<file path="config.mk">
export PLATFORM = sky130hd
export DESIGN_NAME = bin_pixel_packer
export DESIGN_NICKNAME = d
export VERILOG_FILES = /design/src/rtl/pixel_pack_pkg.sv /design/src/rtl/bin_pixel_packer.sv
export SDC_FILE = /design/constraint.sdc
export NUM_CORES = 1
export LEC_CHECK = 0
export ABC_AREA = 1
export BUFFER_PORTS_ARGS = -buffer_cell sky130_fd_sc_hd__buf_2
export CORE_ASPECT_RATIO = 1.25
export CORE_MARGIN = 4
export CORE_UTILIZATION = 40
export DETAILED_ROUTE_END_ITERATION = 7
export SLEW_MARGIN = 25
export SYNTH_ARGS = -nofsm -noshare
export SYNTH_HDL_FRONTEND = slang
export SYNTH_SLANG_ARGS = --single-unit
</file>
<file path="constraint.sdc">
create_clock -name CCD_PIXCLK -period 2.46 [get_ports CCD_PIXCLK]
set_input_delay 0 -clock CCD_PIXCLK [delete_from_list [all_inputs] [get_ports CCD_PIXCLK]]
set_output_delay 0 -clock CCD_PIXCLK [all_outputs]
set_load 0.005 [all_outputs]
</file>
<file path="src/rtl/pixel_pack_pkg.sv">
// Shared constants for the binary pixel packer: default geometry and FSM state codes.
package pixel_pack_pkg;

    // Binary pixels packed into one SDRAM word.
    localparam int PP_PACK_WIDTH      = 16;
    // Words in a 640x480 frame at 16 pixels per word.
    localparam int PP_WORDS_PER_FRAME = 19200;

    // Packer FSM state encoding.
    localparam logic [1:0] ST_SYNC = 2'd0;
    localparam logic [1:0] ST_IDLE = 2'd1;
    localparam logic [1:0] ST_PACK = 2'd2;
    localparam logic [1:0] ST_DONE = 2'd3;

endpackage

</file>
<file path="src/rtl/bin_pixel_packer.sv">
// Packs thresholded camera pixels into PACK_WIDTH-bit words (first pixel in bit 0),
// strobes each word toward the SDRAM write FIFO and tracks per-frame word count
// plus sticky overflow / short-frame status.
module bin_pixel_packer
    import pixel_pack_pkg::*;
#(
    parameter int PACK_WIDTH      = PP_PACK_WIDTH,
    parameter int WORDS_PER_FRAME = PP_WORDS_PER_FRAME
) (
    input  logic                  CCD_PIXCLK,
    input  logic                  DLY_RST_1,
    input  logic                  iFVAL,
    input  logic                  iDVAL,
    input  logic                  iBIT,
    input  logic                  iFIFO_FULL,
    input  logic                  iCLR_ERR,
    output logic [PACK_WIDTH-1:0] oWORD,
    output logic                  oWR,
    output logic                  oFRAME_DONE,
    output logic [14:0]           oWORD_CNT,
    output logic                  oOVERFLOW,
    output logic                  oSHORT_FRAME
);

    localparam int               IDX_W    = (PACK_WIDTH > 1) ? $clog2(PACK_WIDTH) : 1;
    localparam logic [IDX_W-1:0] LAST_IDX = IDX_W'(PACK_WIDTH - 1);
    localparam logic [14:0]      CNT_MAX  = 15'h7FFF;
    localparam logic [14:0]      CNT_FULL = 15'(WORDS_PER_FRAME);

    // Word counter increment that sticks at the 15-bit ceiling.
    function automatic logic [14:0] sat_inc(input logic [14:0] c);
        return (c == CNT_MAX) ? c : c + 15'd1;
    endfunction

    logic [1:0]            state;
    logic [IDX_W-1:0]      bit_idx;
    logic [PACK_WIDTH-1:0] acc;
    logic [PACK_WIDTH-1:0] acc_with_bit;
    logic                  accept;
    logic                  word_full;
    logic                  frame_end;
    logic                  flush;
    logic [14:0]           final_cnt;

    assign accept    = (state == ST_PACK) && iFVAL && iDVAL;
    assign word_full = accept && (bit_idx == LAST_IDX);
    // The iFVAL=0 cycle closes the frame; iDVAL in that cycle is deliberately ignored.
    assign frame_end = (state == ST_PACK) && !iFVAL;
    assign flush     = frame_end && (bit_idx != '0);
    assign final_cnt = flush ? sat_inc(oWORD_CNT) : oWORD_CNT;

    // Accumulator with the current pixel merged in at the active bit position.
    always_comb begin
        acc_with_bit          = acc;
        acc_with_bit[bit_idx] = iBIT;
    end

    // Frame FSM, pixel accumulation, word strobes and word counting.
    always_ff @(posedge CCD_PIXCLK or negedge DLY_RST_1) begin
        if (!DLY_RST_1) begin
            state       <= ST_SYNC;
            bit_idx     <= '0;
            acc         <= '0;
            oWORD       <= '0;
            oWR         <= 1'b0;
            oFRAME_DONE <= 1'b0;
            oWORD_CNT   <= '0;
        end else begin
            oWR         <= 1'b0;
            oFRAME_DONE <= 1'b0;
            case (state)
                ST_SYNC: begin
                    // Wait out any frame already running when reset released.
                    if (!iFVAL) state <= ST_IDLE;
                end
                ST_IDLE: begin
                    if (iFVAL) begin
                        state     <= ST_PACK;
                        bit_idx   <= '0;
                        acc       <= '0;
                        oWORD_CNT <= '0;
                    end
                end
                ST_PACK: begin
                    if (frame_end) begin
                        // Partial word leaves with its upper bits still zero from the fresh start.
                        state       <= ST_DONE;
                        oFRAME_DONE <= 1'b1;
                        bit_idx     <= '0;
                        acc         <= '0;
                        if (flush) begin
                            oWORD     <= acc;
                            oWR       <= 1'b1;
                            oWORD_CNT <= sat_inc(oWORD_CNT);
                        end
                    end else if (word_full) begin
                        oWORD     <= acc_with_bit;
                        oWR       <= 1'b1;
                        oWORD_CNT <= sat_inc(oWORD_CNT);
                        bit_idx   <= '0;
                        acc       <= '0;
                    end else if (accept) begin
                        acc     <= acc_with_bit;
                        bit_idx <= bit_idx + IDX_W'(1);
                    end
                end
                default: begin
                    // DONE lasts one cycle; pixels arriving now are dropped.
                    state <= ST_IDLE;
                end
            endcase
        end
    end

    // Sticky status flags; a set event in the same cycle as a clear wins.
    always_ff @(posedge CCD_PIXCLK or negedge DLY_RST_1) begin
        if (!DLY_RST_1) begin
            oOVERFLOW    <= 1'b0;
            oSHORT_FRAME <= 1'b0;
        end else begin
            if (oWR && iFIFO_FULL) oOVERFLOW <= 1'b1;
            else if (iCLR_ERR)     oOVERFLOW <= 1'b0;

            if (frame_end)     oSHORT_FRAME <= (final_cnt != CNT_FULL);
            else if (iCLR_ERR) oSHORT_FRAME <= 1'b0;
        end
    end

endmodule

</file>
==> metrics.yaml, run 1 <==
seq_area_frac_synth_pct: 39.5
required_ps: 2700
synth_edf_count: 0
synth_async_sr_flop_share_pct: 100
yosys-top-cells-count: "nand2_1, dfrtp_1, inv_1"
netlist.area_leader.share_pct: 39.5
cts.path.max_buffers: 2
fin_util_pct: 47.5
worstHoldPathType: "input pin to register"
cp_slowest_cell: "dfrtp_1"
routed_wl_mm: 9.41
ioPinCount: 42
yosys_warnings: 0
syn2layout_area_growth_pct: 15.0
diodes: 0
clk-insertion-delay-late_ps: 340
cts.sinks: 57
final_nets: 517
overflow: 0
synth_seq_cells: 57
whs_path_depth: 4
syn_area_per_cell_sq_um: 7.94
first_pass_iters: 5
gp_routability_congestion: 0.897
power_density_nw_per_um2: 1020
synthTopCellsByArea: "dfrtp_1, nand2_1, nand3_1"
setup_tns_ps: 0
io_buffers: 41
cts_tree: "yes"
antenna_found_initial: 0
finalNonFillerCells: 625
postCtsResizedCells: 0
clk_pin_slew_ps: 70
numCtsBuffers: 9
hold_slack_ps: 79.0
p_total_mw: 4.26
r2r_start: "oWORD_CNT[0]$_DFFE_PN0P_"
num_vias: 3290
fin_crit_sh_pct: 82.7
finalInstanceArea_sq_um: 4150
die_area_sq_um: 10600
rows: 38
setup_slack_ps: 424
synth.most_common_cell: "nand2_1"
drv_slew: 0
grt_max_degree: 31
cp_data_arrival_time_ps: 2270
syn-cell-area_sq_um: 3610
cp_slowest_stage_delay_ps: 450
synth-main-ff-cell: "dfrtp_1"
fin_crit_ps: 2040
detail_route.wl_per_cell_um: 15.1
crit_path_start: "oWORD_CNT[0]$_DFFE_PN0P_"
start_kind: "register"
endpoint_kind: "register"
pre_cts_slack_ps: 395
grt_pass1_vias: 3322
post_synth_inst_count: 455
power_leakage_nw: 2.00
setup_violations: 0
drcViolationCount: 0
path_class: "register to register"
yosysTopAreaCell: "dfrtp_1"
clockRootBuffer: "clkbuf_8"
dp_hpwl_mm: 6.74
finalHoldViolations: 0
syn_nets: 471
placed_area_sq_um: 3930
die_x_um: 93.0
postCtsSetupRepairBufs: 0
die_h_um: 114
vdd_drop_max_v: 0.000517
finClkSkew_ps: 8.93
ys_types: 35
detail-route-antenna-nets: 0
h-tree-depth: 3
tightest_slew_ps: 424
viasPerCell: 5.26
max_freq_mhz: 491
dp_cells: 607
r2r_cells: 13
worst-path-buf-inv: 1
slew-limit-headroom_pct: 71.6
grt_pass1_wl_mm: 15.9
min_from: "iDVAL"
track_usage_pct: 18.9
path_cells: "ha_1, nand2_2, nor2_4, nand2_2, clkinv_2, nand2_4, nand3_1, nand2_1, nand3_1, nor2_1, nand2_1, nor2_1, nor2_1"
initial_core_util_pct: 41.3
cpMostUsedCell: "nor2_1"
drtIter0Drc: 186
critPathTopFamily: "simple AND/OR/NAND/NOR gates"
worst-path-stages: 13
rsz0062_at_grt: "false"
status: "complete, no violations"
path_max_fanout: 22
drive_above_1_share_pct: 19.6
cap_violations: 0
core_sq_um: 8750
-- registers in the layout, indices dropped and copies added, names as in the netlist --
register / cells
oWORD: 16
oSHORT_FRAME: 1
oOVERFLOW: 1
oWORD_CNT: 15
state: 2
oWR: 1
acc: 16
oFRAME_DONE: 1
bit_idx: 4
-- cell families after synthesis --
family | share of synthesized area, %
simple gates | 25.5
compound gates | 18.4
buf+inv | 9.56
flops | 39.5
mux | 2.77
fa+ha+maj | 3.12
xor+xnor | 1.21
-- routing by layer --
layer,vias up,routed length (um),global-route usage (%)
met1,1551,3830,22.1
met2,97,4740,32.3
met4,0,367,10.6
li1,1614,-,-
met5,-,0,0
met3,28,472,3.48
-- timing repair --
| action | in CTS | in global routing |
|---|---|---|
| endpoints found under the hold margin | 59 | 0 |
| setup endpoints to repair | 0 | 0 |
| hold buffers | 3 | 0 |
-- report_power, final --
group          internal (mW)  total, mW  switching (mW)  leakage, nW
Clock                  0.514      0.893           0.378        0.102
Sequential              1.21       1.46           0.250        0.755
Combinational          0.762       1.90            1.14         1.15
Total                   2.49       4.26            1.76         2.00
-- worst reg2reg max path, cell delays in order (launching register included) --
cell,delay [ps]
dfrtp_1,450
ha_1,270
nand2_2,100
nor2_4,60
nand2_2,120
clkinv_2,80
nand2_4,210
nand3_1,150
nand2_1,110
nand3_1,80
nor2_1,90
nand2_1,60
nor2_1,90
nor2_1,40
-- area by class of cell --
cell class              count  area, sq um
clock inverters             3         40.0
inverters                  61          230
well taps                 120          150
fillers                   911         4590
clock buffers              12          155
multi-input cells         318         1840
repair buffers             54          310
flip-flops and latches     57         1430
-- path summary, 6_finish.rpt --
kind / end / slack (ps)
setup / recovery: oSHORT_FRAME$_DFFE_PN0P_ / 420
hold / removal: bit_idx[3]$_DFFE_PN0P_ / 80
setup reg to reg: oSHORT_FRAME$_DFFE_PN0P_ / 420
hold reg to reg: oWORD[10]$_DFFE_PN0P_ / 500
max in group asynchronous: acc[1]$_DFFE_PN0P_ / 1930
min in group asynchronous: oOVERFLOW$_DFFE_PN0P_ / 200
-- cells in the final DEF, fill, tap and decap left out, types with 4 or more instances in the layout --
cell and n:
buf_2 41, clkbuf_8 11, buf_4 10, nand3_1 43, o21ai_0 36, o22ai_2 5
nor2_4 5, nor2_1 43, nand2_4 4, o22ai_1 16, inv_1 56, o21ai_2 5
nand2_1 85, nand2_2 4, nand4_1 6, ha_1 9, dfrtp_1 57, a21oi_1 13
inv_2 4, xor2_1 4, o22a_1 16, mux2i_1 10
Power figures use the tool's default switching activity.
==> run 2: changes to the inputs <==
- ABC_AREA: 1 -> 0
- clock period: 2.46 -> 1.7 ns (I/O delays scaled with it)
==> run 2 against run 1 <==
  * The run now ends with setup timing left
  * Clock-buffer cell count unchanged
  * Combinational power grew 130%
  * Critical path depth is 5 lower
  * First-iteration DRC count down 7.5%
  * Die area shrank 2.1%
  * Global-route usage increased by 4.3 points
  * Sequential cell count did not move
  * Cell count up 11%
  * Clock power increased by 57%
  * Synthesized area decreased by 2.3%
  * Synthesized cell count decreased by 6.4%
==> metrics.yaml, run 2 <==
status: "finished, violations left"
violations: "setup timing"
finalHoldViolations: 0
reg.largest.list: "acc (16), oWORD (16), oWORD_CNT (15)"
regArea_sq_um: 1430
reg2reg_slack_ps: -330
h-tree-depth: 3
synth_async_sr_flop_share_pct: 100
hold_slack_ps: 42.5
cts.sinks: 57
initial_core_util_pct: 40.8
p_total_mw: 7.77
cap_violations: 0
die_h_um: 113
drv_slew: 0
overflow: 0
cts_tree: "yes"
syn_nets: 442
detail-route-antenna-nets: 0
finClkSkew_ps: 5.78
yosys_warnings: 0
slew-limit-headroom_pct: 72.0
grt_pass1_wl_mm: 19.3
diodes: 0
clk_pin_slew_ps: 70
setup_violations: 49
layout_common_cells: "buf_4, dfrtp_1, buf_2, nand2_1, a21oi_1"
drive_above_1_share_pct: 48.0
clockRootBuffer: "clkbuf_8"
core_sq_um: 8650
path_class: "register to register"
r2r_end: "oSHORT_FRAME$_DFFE_PN0P_"
fin_crit_ps: 2030
required_ps: 1930
track_usage_pct: 23.1
min_from: "iFVAL"
synth_seq_cells: 57
num_vias: 3945
detail_route.wl_per_cell_um: 17.9
seq_area_frac_synth_pct: 40.4
routed_wl_mm: 12.4
syn2layout_area_growth_pct: 59.2
ys_types: 54
io_buffers: 41
ioPinCount: 42
placed_area_sq_um: 4550
synth.most_common_cell: "o21ai_0"
grt_use_met3_pct: 2.46
yosysTopAreaCell: "dfrtp_1"
finalInstanceArea_sq_um: 5620
max_freq_mhz: 493
die_x_um: 92.0
met2_usage_pct: 41.2
multi_input_area_sq_um: 2400
netlist.area_leader.share_pct: 40.4
rsz0062_at_grt: "true"
start_kind: "register"
top_usage_layer: "met2"
numCtsBuffers: 9
drtIter0Drc: 172
post_synth_inst_count: 426
power_density_nw_per_um2: 1380
syn-cell-area_sq_um: 3530
endpoint_kind: "register"
nFillCells: 695
r2r_cells: 8
first_pass_iters: 6
fin_crit_sh_pct: 119
pre_cts_slack_ps: -292
cts.path.max_buffers: 2
antenna_found_initial: 0
synthTopCellsByArea: "dfrtp_1, o21ai_0, nand2_1"
viasPerCell: 5.71
tightest_slew_ps: 414
syn_area_per_cell_sq_um: 8.29
dp_hpwl_mm: 7.85
cp_data_arrival_time_ps: 2260
crit_path_start: "bit_idx[1]$_DFFE_PN0P_"
vdd_drop_max_v: 0.000619
grt_pass1_vias: 3917
gp_routability_congestion: 1.01
setup_slack_ps: -329
clk-insertion-delay-late_ps: 350
synth-main-ff-cell: "dfrtp_1"
rows: 38
grt_max_degree: 43
power_leakage_nw: 2.49
worstHoldPathType: "input pin to register"
synth_edf_count: 0
final_common_cell: "buf_4"
final_nets: 582
drcViolationCount: 0
grt_use_met1_pct: 26.7
die_area_sq_um: 10400
cp-endpoint: "oSHORT_FRAME$_DFFE_PN0P_"
r2r_start: "bit_idx[1]$_DFFE_PN0P_"
yosys-top-cells-count: "o21ai_0, dfrtp_1, nand2_1"
path_max_fanout: 7
run 2: cell types whose count changed in the layout (fill, tap and decap cells not counted), sizes merged, moves of 9 or more:
| cell | previous run | this run |
|---|---|---|
| a31oi | 3 | 17 |
| nand4 | 6 | 15 |
| a21oi | 13 | 28 |
| inv | 60 | 9 |
| nor3 | 1 | 12 |
| o22ai | 21 | 0 |
| buf | 51 | 163 |
| nand3 | 46 | 14 |
| nand2 | 93 | 43 |
| nor2 | 48 | 39 |
| o22a | 16 | 1 |
| o21ai | 41 | 64 |
run 2: logic make-up (layout without fill, tap and decap cells):
| group | Yosys count | count (layout) | synth area share (%) |
|---|---|---|---|
| muxes | 12 | 12 | 3.47 |
| adders and majority gates | 9 | 9 | 3.19 |
| xor gates and xnor gates | 4 | 4 | 0.993 |
| DFF | 57 | 57 | 40.4 |
| AOI/OAI and AO/OA | 141 | 141 | 23.5 |
| and+or+nand+nor | 156 | 156 | 22.7 |
| buffers and inverters | 47 | 192 | 5.78 |
run 2: how the worst min path moves through the flow:
stage / to / slack (ps) / depth (start not counted)
2_1_floorplan: acc[0]$_DFFE_PN0P_ / -300 / 0
3_3_place_gp: oWORD[6]$_DFFE_PN0P_ / -50 / 1
3_5_place_dp: oWORD[6]$_DFFE_PN0P_ / -40 / 1
4_1_cts: bit_idx[2]$_DFFE_PN0P_ / 3 / 3
5_1_grt: bit_idx[2]$_DFFE_PN0P_ / 70 / 3
6_report: bit_idx[2]$_DFFE_PN0P_ / 40 / 3
run 2: final cells by class:
class | count | share of cell area [%]
Sequential cell | 57 | 25.5
Inverter | 9 | 0.601
Timing Repair Buffer | 167 | 24.7
Clock buffer | 12 | 2.94
Multi-Input combinational cell | 322 | 42.7
Clock inverter | 4 | 0.891
Tap cell | 120 | 2.67
run 2: repair_timing:
| item | in CTS | in global routing |
|---|---|---|
| hold buffers | 3 | 0 |
| pin swaps | 37 | 25 |
| setup buffers | 17 | 12 |
| gates resized for setup | 104 | 62 |
| endpoints found under the setup margin | 53 | 51 |
| hold endpoints to repair | 58 | 0 |
| cloned | 2 | 1 |
run 2: metal layers:
layer,wire [um],vias to the layer above
met3,614,51
met4,663,0
met5,0,-
li1,-,1847
met2,6430,158
met1,4690,1889
run 2: worst max-delay path: stages, from the launching register on:
cell,delay [ps]
dfrtp_1,390
inv_2,70
ha_4,160
or3b_4,300
nand2_4,100
nor4_1,410
xnor2_1,170
nor4_2,190
a31oi_1,120
run 2: power breakdown:
group          leakage (nW)  switching [mW]  internal (mW)
combinational          1.64            2.23           2.17
sequential            0.746           0.255           1.72
clock                 0.105           0.609          0.794
run 2: per-stage QoR:
| step | std cells | setup TNS, ps | util [%] |
|---|---|---|---|
| after floorplan | 426 | -6790 | - |
| after global placement | 640 | -8490 | 52.6 |
| after detailed placement | 640 | -9020 | 52.6 |
| after CTS | 678 | -3700 | 61.2 |
| after global routing | 691 | -8360 | 64.9 |
| final | 691 | -5150 | 64.9 |
==> run 3: changes to the inputs <==
- CELL_PAD_IN_SITES_DETAIL_PLACEMENT: default -> 1
- CELL_PAD_IN_SITES_GLOBAL_PLACEMENT: default -> 2
- CORE_UTILIZATION: 40 -> 32
- PLACE_DENSITY_LB_ADDON: default -> 0.1
==> run 3 against run 2 <==
  * The run still ends with setup timing left
  * Register-to-register slack improved by 40 ps
  * First-iteration DRC count down 26%
  * Maximum frequency is 1.9% higher
  * Clock skew shrank 1.3 ps
  * Clock-buffer cell count rose by 1
  * Sequential cell count stayed put
  * Cell count up 3.2%
  * Total power up 14%
  * Wire length up 23%
  * Critical endpoint unchanged
  * Largest power group unchanged
==> metrics.yaml, run 3 (synthesized netlist as in run 2, its figures left out) <==
num_vias: 4032
cp_data_arrival_time_ps: 2200
grt_pass1_wl_mm: 23.3
initial_core_util_pct: 33.1
violations: "setup timing"
fin_crit_sh_pct: 117
clk_pin_slew_ps: 50
p_int_mw: 5.37
die_h_um: 125
die_area_sq_um: 12800
track_usage_pct: 23.5
cp_slowest_cell: "nor4_1"
final_nets: 592
numCtsBuffers: 9
power.share.clock_pct: 20.8
cts_tree: "yes"
status: "finished, violations left"
worstHoldPathType: "input pin to register"
finClkSkew_ps: 4.49
min_from: "iFVAL"
finalInstanceArea_sq_um: 6010
viasPerCell: 5.65
layout_common_cells: "buf_4, dfrtp_1, buf_2, o21ai_1"
grt_pass1_vias: 4237
cts.path.max_buffers: 2
grt_max_degree: 37
syn2layout_area_growth_pct: 70.3
die_x_um: 102
cap_violations: 0
setup_slack_ps: -290
start_kind: "register"
setup_violations: 51
reg.largest.list: "acc (16), oWORD (16), oWORD_CNT (15)"
antenna_found_initial: 0
final_common_cell: "buf_4"
core_sq_um: 10700
rows: 42
required_ps: 1910
slew-limit-headroom_pct: 60.2
tightest_slew_ps: 596
max_freq_mhz: 502
power_leakage_nw: 2.63
pwr-share-seq_pct: 23.2
pwr-share-comb_pct: 56.0
drcViolationCount: 0
fin_util_pct: 56.3
p_switching_mw: 3.48
gp_routability_congestion: 0.870
ioPinCount: 42
detail_route.wl_per_cell_um: 21.3
overflow: 0
r2r_start: "bit_idx[1]$_DFFE_PN0P_"
endpoint_kind: "register"
placed_area_sq_um: 4540
cts.sinks: 57
first_pass_iters: 4
swShare_pct: 39.4
h-tree-depth: 3
drv_slew: 0
dp_hpwl_mm: 9.37
cp_slowest_stage_delay_ps: 400
clockRootBuffer: "clkbuf_16"
drive_above_1_share_pct: 53.0
io_buffers: 41
power_density_nw_per_um2: 1470
routed_wl_mm: 15.2
finalHoldViolations: 0
path_cells: "inv_2, ha_4, or3b_4, nand2_4, nor4_1, xnor2_1, nor4_2, a31oi_1"
drtIter0Drc: 127
hold_slack_ps: 65.2
vdd_drop_max_v: 0.000603
diodes: 0
path_max_fanout: 7
path_class: "register to register"
fin_crit_ps: 1990
rsz0062_at_grt: "true"
detail-route-antenna-nets: 0
clk-insertion-delay-late_ps: 330
crit_path_start: "bit_idx[1]$_DFFE_PN0P_"
==> run 3: changes by cell type in the layout (fill, tap and decap cells not counted), moves of 3 or more <==
cell       previous run  this run
clkbuf_8             12         1
a21oi_1              25        15
clkbuf_1              0         3
nor3_2                2         5
nor2_4                6        16
clkbuf_16             1        13
o21ai_0              22        15
nor2_1               23        13
a21oi_2               2        12
o21ai_1              21        32
buf_6                22        30
nand2_1              33        30
==> run 3: worst paths after layout <==
path	endpoint	slack, ps	cells after the start
min in group asynchronous	oWORD[4]$_DFFE_PN0P_	230	2
worst max register to register	oSHORT_FRAME$_DFFE_PN0P_	-290	8
worst min-delay path	bit_idx[2]$_DFFE_PN0P_	70	3
max in group asynchronous	oWORD[12]$_DFFE_PN0P_	870	3
worst max-delay path	oSHORT_FRAME$_DFFE_PN0P_	-290	8
worst min register to register	acc[5]$_DFFE_PN0P_	490	2
==> run 3: critical path, delay by kind of cell (launching register included) <==
| family | cells | cell delay (ps) |
|---|---|---|
| fa+ha+maj | 1 | 170 |
| xor+xnor | 1 | 150 |
| flops | 1 | 390 |
| buf+inv | 1 | 80 |
| compound gates | 1 | 110 |
| simple gates | 4 | 960 |
==> run 3: power groups by stage <==
stage	Combinational [mW]	Sequential [mW]	Clock, mW
after detailed placement	3.11	1.99	0
after global placement	3.05	1.97	0
after floorplan	1.65	2.03	0
after CTS	4.14	1.99	1.86
final	4.96	2.05	1.84
after global routing	5.29	2.10	1.93
==> run 3: routing by layer <==
metal / GRT usage [%] / vias up / share of wire (%)
li1: - / 1860 / -
met1: 27.1 / 2025 / 39
met2: 42.3 / 103 / 54
met3: 3.68 / 44 / 2.7
met4: 10.1 / 0 / 3.8
met5: 0 / - / 0
==> run 3: final cells by class <==
class / instances / area, sq um
fillers: 1194 / 4660
multi-input cells: 322 / 2560
repair buffers: 177 / 1530
flip-flops and latches: 57 / 1430
clock buffers: 13 / 250
well taps: 132 / 165
clock inverters: 3 / 40.0
inverters: 9 / 33.8
==> run 3: per-stage QoR <==
step	setup slack, ps	total power [mW]	std cells	TNS (ps)
after global routing	-390	9.32	713	-13580
after detailed placement	-337	5.11	648	-9850
after global placement	-330	5.02	648	-7900
after floorplan	-267	3.69	426	-6790
after CTS	-218	7.99	699	-5680
final	-290	8.85	713	-9110
==> run 3: what timing repair did <==
item	4_1_cts	5_1_grt
gates resized for setup	156	68
hold buffers	3	0
hold endpoints to repair	22	0
buffers inserted	29	14
pin swaps	43	34
setup endpoints to repair	53	54
cloned	4	3
